`src/rtl/result_bus_arbiter.sv`:
```
// result_bus_arbiter: shares one registered result broadcast bus among
// NUM_FU functional units. Each FU writes into its own small skid FIFO and a
// round-robin scheduler pops at most one FIFO head per cycle onto the bus.
//
// Optional build macro: RESULT_BUS_ARB_PERF_EN adds the perf_bcast_cnt and
// perf_stall_cnt saturating counters. Arbitration is identical either way.
//
// Handshake: an FU result is accepted at a rising edge when req_valid[i] and
// req_ready[i] are both high. req_ready[i] depends only on the registered
// FIFO count, so an FU seeing ready low must hold its request until a later
// edge. The result bus has no backpressure: result_valid is high for exactly
// one cycle per entry.
module result_bus_arbiter #(
  parameter int NUM_FU       = 4,
  parameter int PRN_BITS     = 6,
  parameter int INST_ID_BITS = 6,
  parameter int SKID_DEPTH   = 2
) (
  input  logic                        clk,
  input  logic                        rst,
  input  logic                        flush,
  input  logic [NUM_FU-1:0]           req_valid,
  input  logic [PRN_BITS-1:0]         req_prn     [NUM_FU],
  input  logic [INST_ID_BITS-1:0]     req_inst_id [NUM_FU],
  input  logic [63:0]                 req_value   [NUM_FU],
  output logic [NUM_FU-1:0]           req_ready,
  output logic                        result_valid,
  output logic [PRN_BITS-1:0]         result_prn,
  output logic [INST_ID_BITS-1:0]     result_inst_id,
  output logic [63:0]                 result_value,
  output logic [$clog2(NUM_FU)-1:0]   result_src
`ifdef RESULT_BUS_ARB_PERF_EN
  ,
  output logic [31:0]                 perf_bcast_cnt,
  output logic [31:0]                 perf_stall_cnt
`endif
);

  localparam int SRC_W   = $clog2(NUM_FU);
  localparam int PTR_W   = $clog2(SKID_DEPTH);
  localparam int CNT_W   = PTR_W + 1;
  localparam int ENTRY_W = PRN_BITS + INST_ID_BITS + 64;

  // Per-FU FIFO storage and bookkeeping; entries packed as {prn, id, value}.
  logic [ENTRY_W-1:0] mem   [NUM_FU][SKID_DEPTH];
  logic [PTR_W-1:0]   head  [NUM_FU];
  logic [PTR_W-1:0]   tail  [NUM_FU];
  logic [CNT_W-1:0]   count [NUM_FU];

  logic [SRC_W-1:0]   rr_ptr;
  logic [SRC_W-1:0]   rr_next;
  logic [SRC_W-1:0]   grant_idx;
  logic [SRC_W-1:0]   cand;
  logic [SRC_W:0]     cand_sum;
  logic               grant_valid;
  logic [NUM_FU-1:0]  push;
  logic [NUM_FU-1:0]  pop;
  logic [ENTRY_W-1:0] head_entry;

  // Ready comes from registered occupancy only, never from valid or grant.
  always_comb begin
    req_ready = '0;
    for (int i = 0; i < NUM_FU; i++) begin
      req_ready[i] = (count[i] < CNT_W'(SKID_DEPTH));
    end
  end

  // Round-robin scan: first non-empty FIFO starting at rr_ptr, wrapping.
  always_comb begin
    grant_valid = 1'b0;
    grant_idx   = '0;
    cand_sum    = '0;
    cand        = '0;
    for (int k = 0; k < NUM_FU; k++) begin
      cand_sum = {1'b0, rr_ptr} + (SRC_W+1)'(k);
      if (cand_sum >= (SRC_W+1)'(NUM_FU)) begin
        cand_sum = cand_sum - (SRC_W+1)'(NUM_FU);
      end
      cand = cand_sum[SRC_W-1:0];
      if (!grant_valid && (count[cand] != '0)) begin
        grant_valid = 1'b1;
        grant_idx   = cand;
      end
    end
    rr_next    = (grant_idx == SRC_W'(NUM_FU - 1)) ? '0 : grant_idx + SRC_W'(1);
    head_entry = mem[grant_idx][head[grant_idx]];
  end

  // Per-FU push/pop strobes; flush suppresses both so buffered work is dropped.
  always_comb begin
    push = '0;
    pop  = '0;
    for (int i = 0; i < NUM_FU; i++) begin
      push[i] = req_valid[i] && req_ready[i] && !flush;
      pop[i]  = grant_valid && !flush && (grant_idx == SRC_W'(i));
    end
  end

  // FIFO data write at the tail; storage needs no reset.
  always_ff @(posedge clk) begin
    for (int i = 0; i < NUM_FU; i++) begin
      if (push[i]) begin
        mem[i][tail[i]] <= {req_prn[i], req_inst_id[i], req_value[i]};
      end
    end
  end

  // FIFO pointers and counts; simultaneous push and pop leave count unchanged.
  always_ff @(posedge clk or negedge rst) begin
    if (!rst) begin
      for (int i = 0; i < NUM_FU; i++) begin
        head[i]  <= '0;
        tail[i]  <= '0;
        count[i] <= '0;
      end
    end else if (flush) begin
      for (int i = 0; i < NUM_FU; i++) begin
        head[i]  <= '0;
        tail[i]  <= '0;
        count[i] <= '0;
      end
    end else begin
      for (int i = 0; i < NUM_FU; i++) begin
        if (push[i]) tail[i] <= tail[i] + PTR_W'(1);
        if (pop[i])  head[i] <= head[i] + PTR_W'(1);
        count[i] <= count[i] + CNT_W'(push[i]) - CNT_W'(pop[i]);
      end
    end
  end

  // Registered broadcast bus and round-robin pointer; flush keeps rr_ptr.
  always_ff @(posedge clk or negedge rst) begin
    if (!rst) begin
      result_valid   <= 1'b0;
      result_prn     <= '0;
      result_inst_id <= '0;
      result_value   <= '0;
      result_src     <= '0;
      rr_ptr         <= '0;
    end else if (flush) begin
      result_valid   <= 1'b0;
    end else if (grant_valid) begin
      result_valid   <= 1'b1;
      {result_prn, result_inst_id, result_value} <= head_entry;
      result_src     <= grant_idx;
      rr_ptr         <= rr_next;
    end else begin
      result_valid   <= 1'b0;
    end
  end

`ifdef RESULT_BUS_ARB_PERF_EN
  logic any_stall;

  // A stall is any FU offering a result while its FIFO is full.
  always_comb begin
    any_stall = |(req_valid & ~req_ready);
  end

  // Saturating event counters; cleared only by reset, not by flush.
  always_ff @(posedge clk or negedge rst) begin
    if (!rst) begin
      perf_bcast_cnt <= '0;
      perf_stall_cnt <= '0;
    end else begin
      if (result_valid && (perf_bcast_cnt != 32'hFFFF_FFFF)) begin
        perf_bcast_cnt <= perf_bcast_cnt + 32'd1;
      end
      if (any_stall && (perf_stall_cnt != 32'hFFFF_FFFF)) begin
        perf_stall_cnt <= perf_stall_cnt + 32'd1;
      end
    end
  end
`endif

endmodule

```
`config.mk`:
```
export PLATFORM = sky130hd
export DESIGN_NAME = result_bus_arbiter
export DESIGN_NICKNAME = d
export VERILOG_FILES = /design/src/rtl/result_bus_arbiter.sv
export SDC_FILE = /design/constraint.sdc
export NUM_CORES = 1
export LEC_CHECK = 0
export ABC_AREA = 1
export ABC_CLOCK_PERIOD_IN_PS = 11300
export CAP_MARGIN = 20
export CORE_MARGIN = 2
export CORE_UTILIZATION = 48
export DETAILED_ROUTE_END_ITERATION = 16
export PLACE_DENSITY = 0.68
export SYNTH_ARGS = -nofsm -noshare
export SYNTH_HDL_FRONTEND = slang
export SYNTH_SLANG_ARGS = --single-unit
```
`constraint.sdc`:
```
create_clock -name clk -period 11.3 [get_ports clk]
set_input_delay 1.13 -clock clk [delete_from_list [all_inputs] [get_ports clk]]
set_output_delay 1.13 -clock clk [all_outputs]
set_load 0.1 [all_outputs]
```
# Yosys cells after proc, flatten, opt, wreduce, memory -nomap -nowiden

Memory sizes are Yosys's and may differ from the RTL's.
Cells that the tools add are included.

Multipliers: 0
Equality and inequality tests: 3
Mux-type cells: 60
Divide/modulo/power cells: 0
Shift-type cells: 0
$add $sub $neg: 24
Order comparisons: 22
Reductions and logical operators: 38
Bitwise operators: 11

Operator list:

| kind                                                                          | number |
|---|---|
| 152-bit two-way mux                                                           | 4 |
| 76-bit two-way mux                                                            | 7 |
| 76-bit demux with 1-bit select                                                | 4 |
| 2-bit two-way mux                                                             | 17 |
| 3-bit greater-or-equal comparator (second input constant)                     | 8 |
| 2-bit nonzero test                                                            | 12 |
| 1-bit logical AND                                                             | 20 |
| 1-bit two-way mux                                                             | 20 |
| 2-bit binary-select mux with 2-bit select                                     | 4 |
| 2-bit NOT with 3-bit output                                                   | 5 |
| 2-bit greater-or-equal comparator (second input constant)                     | 5 |
| 1-bit NOT with 2-bit output                                                   | 5 |
| 1-bit adder (second input constant)                                           | 8 |
| 2-bit by 1-bit adder with 2-bit output                                        | 4 |
| 2-bit by 1-bit less-than comparator with 1-bit output (second input constant) | 4 |
| 2-bit less-than comparator (second input constant)                            | 4 |
| 4-bit two-way mux                                                             | 2 |
| 8-bit two-way mux                                                             | 1 |
| 2-bit by 1-bit subtractor with 2-bit output                                   | 4 |
| 2-bit by 1-bit subtractor with 2-bit output (second input constant)           | 4 |
| 2-bit by 2-bit adder with 3-bit output (second input constant)                | 2 |
| 2-bit == test (second input constant)                                         | 2 |
| 1-bit zero test                                                               | 4 |
| 2-bit by 1-bit adder with 3-bit output (second input constant)                | 1 |
| other kinds (7)                                                               | 7 |

Input port bits: 311
Output and inout bits: 83
Word-level logic and storage cells: 177
Memory bits (read-only): 0
Memories kept: 1
Bits in latches: 0
RAM bits: 608
Flip-flop bits (word level): 97

Memory list:

| name | depth | bits a word | rd ports | clocked after Yosys merged registers in | write ports | RTL line | source |
|---|---|---|---|---|---|---|---|
| mem  | 4     | 152         | 1        | 0                                       | 4           | 45       | `logic [ENTRY_W-1:0] mem [NUM_FU][SKID_DEPTH];` |

# Logic depth before layout (Yosys ltp)

Depth after elaboration: 25
Gate-level depth with buffers: 21
Gate-level depth less buffers: 18

# Worst setup path before layout

No wires, ideal clock.

Path type: input-to-reg
Start point: input port flush
End point: memory mem[0][100] (netlist name) (enable)
Setup time: 511 ps
Arrival: 4990 ps
Required time: 10789 ps
Buffers on the path: 2
Stages: 5
Slack: 5800 ps
Cells stage by stage: clkbuf_1 -> inv_1 -> clkbuf_1 -> nand2_1 -> nor2_1

RTL lines:

| element     | RTL line | source |
|---|---|---|
| from (decl) | 21       | `input logic flush,` |
| to (decl)   | 45       |  |

# Worst setup path after layout

Start point: register rr_ptr[0]
End point: register result_value[9]

Word-level cells in the longest chain between the ends: 25

Ends and longest elaborated chain:

| element                                                                         | RTL line | source |
|---|---|---|
| from (decl)                                                                     | 50       | `logic [SRC_W-1:0] rr_ptr;` |
| from (signal assigned)                                                          | 146      | `rr_ptr <= rr_next;` |
| branches (longest 25 deep; another with 2-bit by 1-bit adder with 3-bit output) | -        |  |
| to (signal assigned)                                                            | 144      | `{result_prn, result_inst_id, result_value} <= head_entry;` |
| to (decl)                                                                       | 30       | `output logic [63:0] result_value,` |

Several ways; the timed one is not identified. The select of a mux whose other input is x is not followed.
A chain may end at the register's enable or synchronous reset.

==> flow_summary.json <==
{
  "outcome": "complete, no violations",
  "min_period_ns": 5.48,
  "dieArea_sq_mm": 0.0666,
  "cp_max_fo": 106,
  "drcViolationCount": 0,
  "netlist.area_leader.share_pct": 58.9,
  "cts_tree": "built",
  "gp_congestion": 0.797,
  "drtIter0Drc": 2374,
  "finalCritPeriodShare_pct": 48.5,
  "syn-cell-area_sq_mm": 0.0310,
  "firstDrtPassIters": 5,
  "layout-drive-gt1-share_pct": 4.82,
  "critPathArrivalTime_ns": 6.04,
  "fp.coreArea_sq_mm": 0.0641,
  "finalClockSkew_ns": 0.0310,
  "cpMaxStageDelayCell": "nand2_4",
  "first_global_vias": 21400,
  "die_h_microns": 258,
  "path_clk_slew_ns": 0.06,
  "yosysUniqueCellTypes": 29,
  "io_pins": 394,
  "fin_tns_setup_ns": 0,
  "worstSetupEndpointType": "flip-flop",
  "clock_sinks": 705,
  "layout.nets": 3762,
  "synth_edf_count": 608,
  "seqCellArea_sq_mm": 0.0207,
  "drv_cap": 0,
  "grt_max_degree": 226,
  "yosys-top-cells-count": "979 x nand2_1, 694 x nand3_1, 608 x edfxtp_1",
  "grt_pass1_wl_microns": 130000,
  "finalHoldViolCount": 0,
  "crit_type": "flip-flop to flip-flop",
  "die_width_microns": 258,
  "ys_seq_area_share_pct": 66.7,
  "portBuffers": 393,
  "hp-class": "flip-flop to flip-flop",
  "ys_ff_latch": 705,
  "antenna_found_initial": 8,
  "drv_slew": 0,
  "max_freq_mhz": 182,
  "crit_top_cell": "nand2_1",
  "worst-r2r-cell-count": 18,
  "cts-buffers-inserted": 76,
  "groute.usage.overall_pct": 25.8,
  "slew_headroom_pct": 15.0,
  "rsz0062_at_grt": "false",
  "crit_family": "simple AND/OR/NAND/NOR gates",
  "insertion_delay_ns": 0.62,
  "async_flop_share_pct": 13.8,
  "synth_top_cell_by_area": "edfxtp_1",
  "wire_per_inst_microns": 19.7,
  "max_stage_delay_ns": 0.88,
  "synth.avg_cell_area_sq_um": 9.92,
  "root_buffer": "clkbuf_16",
  "vias": 22800,
  "fillers": 5344,
  "detailed_place_hpwl_microns": 50900,
  "synth_fp_nets": 3443,
  "start_util_pct": 48.3,
  "ctsHoldBuffers": 0,
  "htree_levels": 3,
  "worst_pin_slew_ns": 1.28,
  "setup_viol": 0,
  "ys.flop_type": "edfxtp_1",
  "ys_warn_count": 0,
  "rows": 93,
  "yosysMostFrequentCell": "nand2_1",
  "multi_input_area_sq_mm": 0.00775,
  "cp.buffers_inverters": 3,
  "holdPathStages": 2,
  "cp_num_cells": 18,
  "crit_required_ns": 11.85,
  "synth_cells": 3124,
  "cts_max_path_buffers": 3,
  "synthTopCellsByArea": "edfxtp_1 59%, nand2_1 12%, nand3_1 11%",
  "ctsResizeCount": 0,
  "postRouteAntennaNets": 0,
  "start_kind": "flip-flop",
  "wl_microns": 86100,
  "vias_per_cell": 5.21,
  "area_growth_pct": 22.8,
  "cp_cell_sequence": "inv_2 -> nand2_1 -> nand2_1 -> nand3_1 -> nand2_2 -> nand2_1 -> nand2_8 -> nand2_8 -> nand2_4 -> nand2_1 -> nand2_1 -> nand2_1 -> nand2_4 -> clkinv_2 -> buf_4 -> nand2_1 -> nand3_1 -> nand2_1",
  "grt_overflow": 0,
  "post_cts_buffers": 0
}
layout by cell type, fill, tap and decap left out, types with 2 or more instances in the layout:
master and count:
nor2_2 2, clkbuf_16 78, nand4_1 3, nand2_2 2, diode_2 3, o21ai_0 8, nand3_1 693, clkbuf_1 29
ha_1 8, a21oi_1 2, clkbuf_8 12, nand2_4 3, inv_1 484, xnor2_1 4, inv_6 5, edfxtp_1 608
inv_2 2, bufinv_16 4, nor2_4 8, clkdlybuf4s50_1 392, nand2_8 2, buf_16 2, clkinv_1 3, dfrtp_1 97
xor2_1 4, o22ai_1 4, nand3_4 2, buf_4 30, nand2_1 977, nor2_1 18, clkinv_2 12
metrics by stage:
stage	setup WS (ns)	hold WS, ns	area (sq um)	cells	util, %
after floorplan	5.80	0.450	31000	3124	-
final	5.82	0.478	38000	4365	59.3
after detailed placement	5.82	0.467	35500	4218	55.4
after CTS	5.79	0.482	38000	4360	59.2
after global routing	5.33	0.502	38000	4364	59.3
after global placement	5.94	0.463	35500	4218	55.4
flip-flops by register name (all words and copies together) (netlist names):
signal	count
result_prn	6
count	8
result_value	64
result_valid	1
result_inst_id	6
head	4
result_src	2
tail	4
rr_ptr	2
mem	608
worst reg2reg max path, stage by stage (launching register included):
cell and delay (ns):
dfrtp_1 0.50, inv_2 0.32, nand2_1 0.09, nand2_1 0.13, nand3_1 0.10, nand2_2 0.15, nand2_1 0.15, nand2_8 0.35
nand2_8 0.52, nand2_4 0.89, nand2_1 0.12, nand2_1 0.09, nand2_1 0.08, nand2_4 0.32, clkinv_2 0.61, buf_4 0.61
nand2_1 0.23, nand3_1 0.08, nand2_1 0.10
logic make-up (layout without fill, tap and decap cells):
| kind of cell | Yosys count | count (layout) | share of synthesized area, % |
|---|---|---|---|
| buffers and inverters | 673 | 1056 | 8.68 |
| other | 0 | 3 | 0 |
| DFF | 705 | 705 | 66.7 |
| and+or+nand+nor | 1712 | 1712 | 23.7 |
| AOI/OAI and AO/OA | 18 | 18 | 0.335 |
| xor gates and xnor gates | 8 | 8 | 0.226 |
| adders and majority gates | 8 | 8 | 0.323 |
final cells by class:
class / instances / area share, %
Sequential cell: 705 / 54.4
Tap cell: 855 / 2.81
Clock buffer: 119 / 5.85
Clock inverter: 23 / 0.631
Antenna cell: 3 / 0.0197
Inverter: 489 / 4.84
Timing Repair Buffer: 425 / 11.1
Multi-Input combinational cell: 1746 / 20.4
final timing paths:
kind | from | slack (ns) | to
worst min register to register | result_value[50] | 0.48 | result_value[50]
max in group asynchronous | rst | 9.38 | result_value[12]
worst max register to register | rr_ptr[0] | 5.82 | result_value[9]
worst min-delay path | result_value[50] | 0.48 | result_value[50]
worst max-delay path | rr_ptr[0] | 5.82 | result_value[9]
min in group asynchronous | rst | 0.68 | result_value[51]
layer usage:
metal | track usage [%] | wire (microns) | vias up
met5 | 0 | 57 | -
met4 | 6.58 | 1900 | 10
met3 | 5.00 | 7150 | 131
met2 | 42.8 | 41500 | 934
met1 | 35.1 | 35600 | 10900
li1 | - | - | 10800
Power is left out: the tool's default activity adds up to more than one toggle a clock period on the data nets, which glitch-free logic cannot reach.
